### src/rtl/mem_resp_pkg.sv
// Shared state encoding and default geometry for the mem_responder memory target.
package mem_resp_pkg;

  typedef enum logic {CLEAR, IDLE} mresp_state_e;

  localparam int         DEF_DEPTH     = 32;
  localparam int         DEF_DW        = 8;
  localparam int         DEF_AW        = 5;
  localparam int         DEF_CW        = 16;
  localparam logic [7:0] DEF_CLEAR_VAL = 8'h00;

endpackage

### src/rtl/mem_resp_array.sv
// DEPTH x DW storage with one synchronous write port and one registered read port.
module mem_resp_array #(
  parameter int DEPTH = 32,
  parameter int DW    = 8,
  parameter int AW    = 5
) (
  input  logic          clk,
  input  logic          rst,
  input  logic          i_we,
  input  logic [AW-1:0] i_waddr,
  input  logic [DW-1:0] i_wdata,
  input  logic          i_re,
  input  logic [AW-1:0] i_raddr,
  output logic [DW-1:0] o_rdata
);

  logic [DW-1:0] r_mem [DEPTH];
  logic [DW-1:0] r_rdata;

  // NOTE: the array has no reset so it can map onto RAM; the post-reset clear sweep initialises it.
  always_ff @(posedge clk) begin
    if (i_we) r_mem[i_waddr] <= i_wdata;
  end

  always_ff @(posedge clk or posedge rst) begin
    if (rst)       r_rdata <= '0;
    else if (i_re) r_rdata <= r_mem[i_raddr];
  end

  assign o_rdata = r_rdata;

endmodule

### src/rtl/mem_responder.sv
// Memory-side responder: clears its array after reset, then services single-cycle
// read/write strobes, flags protocol errors and counts completed accesses.
module mem_responder
  import mem_resp_pkg::*;
#(
  parameter int          DEPTH     = DEF_DEPTH,
  parameter int          DW        = DEF_DW,
  parameter int          AW        = DEF_AW,
  parameter logic [DW-1:0] CLEAR_VAL = DW'(DEF_CLEAR_VAL),
  parameter int          CW        = DEF_CW
) (
  input  logic          clk,
  input  logic          rst,
  input  logic [AW-1:0] addr,
  input  logic [DW-1:0] data_in,
  input  logic          read,
  input  logic          write,
  output logic [DW-1:0] data_out,
  output logic          rd_valid,
  output logic          busy,
  output logic          err,
  output logic [CW-1:0] acc_cnt
);

  localparam logic [AW-1:0] LAST_ADDR = AW'(DEPTH - 1);

  mresp_state_e  r_state;
  logic [AW-1:0] r_clr_addr;
  logic          r_rd_valid;
  logic          r_err;
  logic [CW-1:0] r_acc_cnt;

  logic          w_busy;
  logic          w_addr_ok;
  logic          w_strobe;
  logic          w_proto_err;
  logic          w_do_write;
  logic          w_do_read;
  logic          w_we;
  logic [AW-1:0] w_waddr;
  logic [DW-1:0] w_wdata;

  assign w_busy = (r_state == CLEAR);

  // Only a non-power-of-two depth leaves addresses that fall outside the array.
  if ((1 << AW) > DEPTH) begin : g_range_chk
    assign w_addr_ok = (addr <= LAST_ADDR);
  end else begin : g_full_range
    assign w_addr_ok = 1'b1;
  end

  assign w_strobe    = read | write;
  assign w_proto_err = w_strobe & (w_busy | (read & write) | ~w_addr_ok);
  assign w_do_write  = ~w_busy & write & ~read & w_addr_ok;
  assign w_do_read   = ~w_busy & read & ~write & w_addr_ok;

  // NOTE: sequential state uses non-blocking assignments so every register sees pre-edge values.
  always_ff @(posedge clk or posedge rst) begin
    if (rst) begin
      r_state    <= CLEAR;
      r_clr_addr <= '0;
    end else if (r_state == CLEAR) begin
      r_clr_addr <= r_clr_addr + AW'(1);
      if (r_clr_addr == LAST_ADDR) r_state <= IDLE;
    end
  end

  always_comb begin
    // NOTE: defaults first so every path assigns every output and no latch is inferred.
    w_we    = w_do_write;
    w_waddr = addr;
    w_wdata = data_in;
    if (w_busy) begin
      w_we    = 1'b1;
      w_waddr = r_clr_addr;
      w_wdata = CLEAR_VAL;
    end
  end

  always_ff @(posedge clk or posedge rst) begin
    if (rst) begin
      r_rd_valid <= 1'b0;
      r_err      <= 1'b0;
      r_acc_cnt  <= '0;
    end else begin
      r_rd_valid <= w_do_read;
      if (w_proto_err) r_err <= 1'b1;
      if ((w_do_read || w_do_write) && (r_acc_cnt != '1)) r_acc_cnt <= r_acc_cnt + CW'(1);
    end
  end

  mem_resp_array #(
    .DEPTH (DEPTH),
    .DW    (DW),
    .AW    (AW)
  ) u_array (
    .clk     (clk),
    .rst     (rst),
    .i_we    (w_we),
    .i_waddr (w_waddr),
    .i_wdata (w_wdata),
    .i_re    (w_do_read),
    .i_raddr (addr),
    .o_rdata (data_out)
  );

  assign rd_valid = r_rd_valid;
  assign busy     = w_busy;
  assign err      = r_err;
  assign acc_cnt  = r_acc_cnt;

endmodule
### config.mk
export PLATFORM = sky130hd
export DESIGN_NAME = mem_responder
export DESIGN_NICKNAME = d
export VERILOG_FILES = /design/src/rtl/mem_resp_pkg.sv /design/src/rtl/mem_resp_array.sv /design/src/rtl/mem_responder.sv
export SDC_FILE = /design/constraint.sdc
export NUM_CORES = 1
export LEC_CHECK = 0
export BUFFER_PORTS_ARGS = -buffer_cell sky130_fd_sc_hd__buf_2
export CORE_MARGIN = 4
export CORE_UTILIZATION = 40
export CTS_BUF_LIST = sky130_fd_sc_hd__clkbuf_2 sky130_fd_sc_hd__clkbuf_4 sky130_fd_sc_hd__clkbuf_8
export DETAILED_ROUTE_END_ITERATION = 12
export GPL_ROUTABILITY_DRIVEN = 0
export PLACE_DENSITY = 0.67
export SYNTH_ARGS = -nofsm -noshare
export SYNTH_HDL_FRONTEND = slang
export SYNTH_HIERARCHICAL = 1
export SYNTH_SLANG_ARGS = --single-unit
export TNS_END_PERCENT = 20
### constraint.sdc
create_clock -name clk -period 2.6 [get_ports clk]
set_input_delay 0.13 -clock clk [delete_from_list [all_inputs] [get_ports clk]]
set_output_delay 0.13 -clock clk [all_outputs]
set_load 0.01 [all_outputs]
==> results.json, run 1 <==
{
  "status": "complete, no violations",
  "crit_path_end_kind": "register",
  "portBuffers": 43,
  "sequentialPowerShare_pct": 53.5,
  "syn_avg_cell_area_um2": 16.54,
  "die_area_um2": 32040,
  "synth_compound_area_share_pct": 5.595,
  "setup_tns_ns": 0,
  "switching_share_pct": 22.34,
  "fp.coreArea_um2": 28780,
  "path_clk_slew_ns": 0.06,
  "startpoint_type": "register",
  "firstDrtPassIters": 5,
  "drive_gt1_share_pct": 24.15,
  "fin_area_um2": 13610,
  "area_growth_pct": 16.39,
  "htreeDepth": 2,
  "place_area_um2": 12650,
  "die_h_um": 179,
  "drtAntennaViolNets": 0,
  "netlist_area_um2": 11700,
  "ys.flop_type": "edfxtp_1",
  "total_power_w": 0.009697,
  "power_leakage_nw": 5.063,
  "grt_pass1_vias": 6722,
  "dp_hpwl_um": 15870,
  "grt_max_degree": 33,
  "drt_wl_total_um": 25640,
  "io_pins": 44,
  "dr_total_vias": 6559,
  "cp.required_ns": 2.85,
  "cts.sinks": 288,
  "yosys.area_share.simple_pct": 5.445,
  "worstPathArrival_ns": 2.53,
  "yosysUniqueCellTypes": 41,
  "cts_inserted_buffers": 47,
  "initial_core_util_pct": 40.64,
  "slew_viol_final": 0,
  "post-route-util_pct": 47.30,
  "drc_errors": 0,
  "viasPerCell": 5.285,
  "clk_latency_ns": 0.54,
  "syn_nets": 727,
  "cts_tree": "built",
  "skew_ns": 0.01530,
  "crit_path_max_fanout": 8,
  "diodes": 0,
  "rows": 62,
  "yosysWarnings": 6,
  "clockBufferDepth": 3,
  "muxShareOfSynthArea_pct": 12.62,
  "first_iter_violations": 450,
  "fin_crit_sh_pct": 87.83,
  "gr-total-overflow": 0,
  "synth_cells": 707,
  "antenna_found_initial": 0,
  "power_frac_clock_pct": 39.5,
  "fillCellCount": 2444,
  "synth-edff-count": 256,
  "cts_resized": 0,
  "worstHoldPathType": "in -> async",
  "peakVddDrop_v": 0.0004788,
  "p_switching_w": 0.002167,
  "rsz0062_at_grt": "no",
  "gr-usage-all-layers_pct": 16.11,
  "relSlewSlack_pct": 40.15,
  "finalCriticalPeriod_ns": 2.283,
  "ys_seq_area_share_pct": 72.57,
  "synth_top_family_by_area": "multiplexers",
  "cap_violations": 0,
  "comb_power_share_pct": 7.0,
  "powerDensity_nw_per_um2": 712.3,
  "synth_fa_ha_area_share_pct": 0.4065,
  "grt_first_pass_wirelength_um": 39020,
  "fmaxAchievable_mhz": 437.9,
  "worstMarginPinSlew_ns": 0.8967,
  "die_w_um": 179,
  "routedWlPerCell_um": 20.66,
  "hold_violations": 0,
  "nets": 841,
  "clock-root-buffer": "clkbuf_8",
  "finalSetupViolations": 0,
  "critPathKind": "reg -> reg",
  "async_flop_share_pct": 11.11,
  "synthXorXnorAreaFrac_pct": 1.273,
  "ys_ff_latch": 288,
  "seqCellArea_um2": 8488,
  "intPower_w": 0.007530,
  "multi_input_area_um2": 2972
}
==> worst max-delay path: stages, from the launching register on <==
cell and delay, ns:
dfrtp_1 0.48, mux2_2 0.40, or3b_2 0.61, nor2_1 0.29
buf_4 0.21
==> power by group through the flow <==
stage	Clock (W)	Sequential [W]	Combinational, W
finish	0.00383	0.00519	0.000678
global route	0.00416	0.00520	0.000735
CTS	0.00393	0.00519	0.000684
detailed placement	0	0.00528	0.000682
global placement	0	0.00528	0.000664
floorplan	0	0.00530	0.000399
==> routing by layer <==
metal | wire (um) | global-route usage, % | part of all wire (%)
met4 | 443 | 4.701 | 1.7
met1 | 11200 | 21.90 | 44
met5 | 0 | 0 | 0
met3 | 1642 | 3.922 | 6.4
met2 | 12360 | 25.87 | 48
==> worst paths after layout <==
path / from / to / slack [ns] / depth (start not counted)
min in group clk: read / acc_cnt[11]$_DFFE_PP0P_ / 0.25 / 5
worst max register to register: r_state$_DFF_PP0_ / u_array/r_mem[24][3]$_DFFE_PP_ / 0.32 / 4
worst max-delay path: r_state$_DFF_PP0_ / u_array/r_mem[24][3]$_DFFE_PP_ / 0.32 / 4
max in group asynchronous: rst / acc_cnt[0]$_DFFE_PP0P_ / 1.70 / 3
worst min register to register: u_array/o_rdata[3]$_DFFE_PP0P_ / u_array/o_rdata[3]$_DFFE_PP0P_ / 0.50 / 1
worst min-delay path: rst / u_array/o_rdata[1]$_DFFE_PP0P_ / 0.16 / 3
==> cell usage after synthesis (all sizes together), types with 2 or more instances <==
library cell  number  area share (%)
edfxtp           256              66
mux2i            128              11
a22oi             64             4.1
nor2              36             1.2
a21oi             32             1.4
dfrtp             32             6.8
buf               21             1.4
mux2              17             1.7
clkbuf            16            0.53
nor4              15            0.93
xor2              14             1.0
nand2             12            0.39
and2              10            0.53
nor3               7            0.30
nand4              6            0.50
nand3              5            0.21
nand3b             5            0.32
and3               4            0.21
inv                4            0.13
ha                 3            0.32
or2                3            0.16
or3b               3            0.22
xnor2              3            0.22
nand2b             2            0.11
nor2b              2            0.11
==> repair_timing <==
item,in CTS,in global routing
setup buffers,0,0
hold buffers,3,0
endpoints found under the hold margin,33,0
==> cells by family (layout without fill, tap and decap cells) <==
| kind of cell | Yosys count | count (layout) |
|---|---|---|
| muxes | 145 | 145 |
| xor gates and xnor gates | 17 | 17 |
| DFF | 288 | 288 |
| buffers and inverters | 41 | 191 |
| and+or+nand+nor | 114 | 114 |
| adders and majority gates | 4 | 4 |
| AOI/OAI and AO/OA | 98 | 98 |
==> layout by cell type (no fill, tap or decap), types with 5 or more instances in the layout <==
master	n
a21oi_1	32
a22oi_1	64
and2_1	10
buf_2	42
buf_4	52
clkbuf_4	20
clkbuf_8	53
clkinv_1	7
dfrtp_1	32
edfxtp_1	256
mux2_2	16
mux2i_1	128
nand2_1	12
nand3_1	5
nand3b_1	5
nor2_1	34
nor3_1	7
nor4_1	14
xor2_1	14
==> metrics by stage <==
stage	setup WS, ns	instances	hold slack, ns
finish	0.3165	1241	0.1625
global route	0.2303	1241	0.1729
CTS	0.3370	1241	0.1217
detailed placement	0.3541	1153	0.1725
global placement	0.3966	1153	0.1650
floorplan	0.2854	707	-0.05434
==> cell type report <==
class / count / area share (%)
clock inverter: 12 / 0.4136
multi-input combinational: 378 / 21.83
tap: 384 / 3.529
timing repair buffer: 102 / 5.303
inverter: 4 / 0.1103
clock buffer: 73 / 6.461
sequential: 288 / 62.35
==> registers in the layout, summed over array words and instances (netlist names) <==
name,count
r_clr_addr,5
acc_cnt,16
r_state,1
rd_valid,1
u_array/o_rdata,8
u_array/r_mem,256
err,1
No activity file was read; power rests on OpenSTA's default activity.
==> run 2: changes to the inputs <==
--- a/config.mk
+++ b/config.mk
@@ -11,7 +11,6 @@
 export CTS_BUF_LIST = sky130_fd_sc_hd__clkbuf_2 sky130_fd_sc_hd__clkbuf_4 sky130_fd_sc_hd__clkbuf_8
 export DETAILED_ROUTE_END_ITERATION = 12
 export GPL_ROUTABILITY_DRIVEN = 0
-export PLACE_DENSITY = 0.67
 export SYNTH_ARGS = -nofsm -noshare
 export SYNTH_HDL_FRONTEND = slang
 export SYNTH_HIERARCHICAL = 1
==> constraint.sdc (replaced) <==
create_clock -name clk -period 2.6 [get_ports clk]
set_input_delay 0.52 -clock clk [delete_from_list [all_inputs] [get_ports clk]]
set_output_delay 0.52 -clock clk [all_outputs]
set_load 0.01 [all_outputs]
==> run 2 against run 1 <==
Effect of this change:
- combinational power is 4.1% higher
- wire length grew 5.2%
- setup slack worse by 0.019 ns
- flip-flop and latch count is the same
- power decreased by 0.39%
- count of clock-buffer cells in the layout unchanged
- non-clock buffer count grew 2
- utilization up 0.13 points
- sequential share of layout area is 0.17 points lower
- critical path type unchanged
- critical endpoint is now u_array/r_mem[24][6]$_DFFE_PP_
==> results.json, run 2 (synthesis results as in run 1) <==
{
  "status": "complete, no violations",
  "grt_max_degree": 33,
  "die_area_um2": 32040,
  "drive_gt1_share_pct": 24.48,
  "dr_total_vias": 6631,
  "r2r_end": "u_array/r_mem[24][6]$_DFFE_PP_",
  "clockBufferDepth": 3,
  "intPower_w": 0.007505,
  "die_h_um": 179,
  "fin_crit_sh_pct": 88.55,
  "comb_power_share_pct": 7.3,
  "cts.sinks": 288,
  "fp.coreArea_um2": 28780,
  "worstPathArrival_ns": 2.55,
  "clock-root-buffer": "clkbuf_8",
  "r2r_slack_ns": 0.30,
  "htreeDepth": 2,
  "top_register": "u_array/r_mem",
  "drtAntennaViolNets": 0,
  "crit_path_end_kind": "register",
  "first_iter_violations": 505,
  "nets": 843,
  "gr-usage-all-layers_pct": 17.14,
  "power_leakage_nw": 5.084,
  "cts_resized": 0,
  "cts_hold_buf": 1,
  "worstMarginPinSlew_ns": 0.9228,
  "crit_path_max_fanout": 11,
  "switching_share_pct": 22.30,
  "routedWlPerCell_um": 21.72,
  "total_power_w": 0.009659,
  "dp_hpwl_um": 17250,
  "drc_errors": 0,
  "wl_met3_um": 1774,
  "sequentialPowerShare_pct": 53.8,
  "wl_met1_um": 11610,
  "r2r-start": "r_state$_DFF_PP0_",
  "clk_latency_ns": 0.54,
  "hold_violations": 0,
  "peakVddDrop_v": 0.0003356,
  "largest_reg_flops": 256,
  "cp.required_ns": 2.84,
  "startpoint_type": "register",
  "gr-total-overflow": 0,
  "area_growth_pct": 16.71,
  "relSlewSlack_pct": 38.41,
  "io_pins": 44,
  "initial_core_util_pct": 40.64,
  "path_clk_slew_ns": 0.06,
  "mostFrequentLayoutCell": "edfxtp_1",
  "p_switching_w": 0.002154,
  "cts_tree": "built",
  "crit_path_end": "u_array/r_mem[24][6]$_DFFE_PP_",
  "viasPerCell": 5.339,
  "skew_ns": 0.01758,
  "rr_worst_depth": 4,
  "met2WireLength_um": 13140,
  "diodes": 0,
  "grt_first_pass_wirelength_um": 41140,
  "antenna_found_initial": 0,
  "finalCriticalPeriod_ns": 2.302,
  "maxUsedRoutingLayer": "met4",
  "rsz0062_at_grt": "no",
  "rows": 62,
  "fillCellCount": 2455,
  "worstHoldPathType": "in -> reg",
  "finalSetupViolations": 0,
  "cts_setup_buffers": 0,
  "setup_tns_ns": 0,
  "portBuffers": 43,
  "grt_pass1_vias": 6943,
  "fmaxAchievable_mhz": 434.3,
  "firstDrtPassIters": 5,
  "cap_violations": 0,
  "powerDensity_nw_per_um2": 707.6,
  "final_cell_mix": "256 x edfxtp_1, 128 x mux2i_1, 64 x a22oi_1",
  "cts_inserted_buffers": 47,
  "die_w_um": 179,
  "power_frac_clock_pct": 38.9,
  "drt_wl_total_um": 26980,
  "slew_viol_final": 0,
  "critPathKind": "reg -> reg",
  "startpoint": "r_state$_DFF_PP0_"
}
run 2: changes by cell type in the layout (fill, tap and decap cells not counted), sizes merged:
cell,change
buf,+4
clkinv,+1
dlygate4sd3,-2
clkinvlp,-2
run 2: power by group through the flow:
| stage | Sequential (W) | Clock, W | Combinational (W) |
|---|---|---|---|
| floorplan | 0.00530 | 0 | 0.000399 |
| global placement | 0.00528 | 0 | 0.000692 |
| detailed placement | 0.00529 | 0 | 0.000709 |
| CTS | 0.00519 | 0.00386 | 0.000712 |
| global route | 0.00520 | 0.00409 | 0.000766 |
| finish | 0.00519 | 0.00376 | 0.000706 |
run 2: critical path, stage by stage (launching register included):
cell and delay, ns:
dfrtp_1 0.57, mux2_2 0.41, or3b_2 0.65, nor2_1 0.16
buf_4 0.20
run 2: how the worst min path moves through the flow:
stage	endpoint	slack (ns)	cells after the start	from
3_3_place_gp	err$_DFFE_PP0P_	0.47	1	err$_DFFE_PP0P_
6_report	err$_DFFE_PP0P_	0.37	3	read
3_5_place_dp	err$_DFFE_PP0P_	0.47	1	err$_DFFE_PP0P_
5_1_grt	err$_DFFE_PP0P_	0.34	3	read
4_1_cts	err$_DFFE_PP0P_	0.34	3	read
2_1_floorplan	u_array/o_rdata[0]$_DFFE_PP0P_	0.34	1	rst
run 2: final cells by class:
type / count / area [um2] / area share [%]
sequential: 288 / 8488 / 62.18
multi-input combinational: 378 / 2972 / 21.77
clock buffer: 73 / 867.1 / 6.352
timing repair buffer: 104 / 782.0 / 5.729
tap: 384 / 480.5 / 3.520
clock inverter: 11 / 46.29 / 0.3391
inverter: 4 / 15.01 / 0.1100
run 2: layer usage:
layer	up-vias	GRT usage, %
met3	39	3.606
met1	3351	23.33
li1	3009	-
met2	232	28.05
met5	-	0
met4	0	4.765
run 2: stage by stage:
stage          instance area, um2  hold slack, ns  worst slack [ns]  instances  util (%)
2_1_floorplan               11700          0.3357            0.2854        707         -
3_3_place_gp                12730          0.4654            0.1557       1157     44.22
3_5_place_dp                12730          0.4722            0.1452       1157     44.22
4_1_cts                     13650          0.3358            0.3125       1242     47.43
5_1_grt                     13650          0.3439            0.2123       1242     47.43
6_report                    13650          0.3736            0.2976       1242     47.43
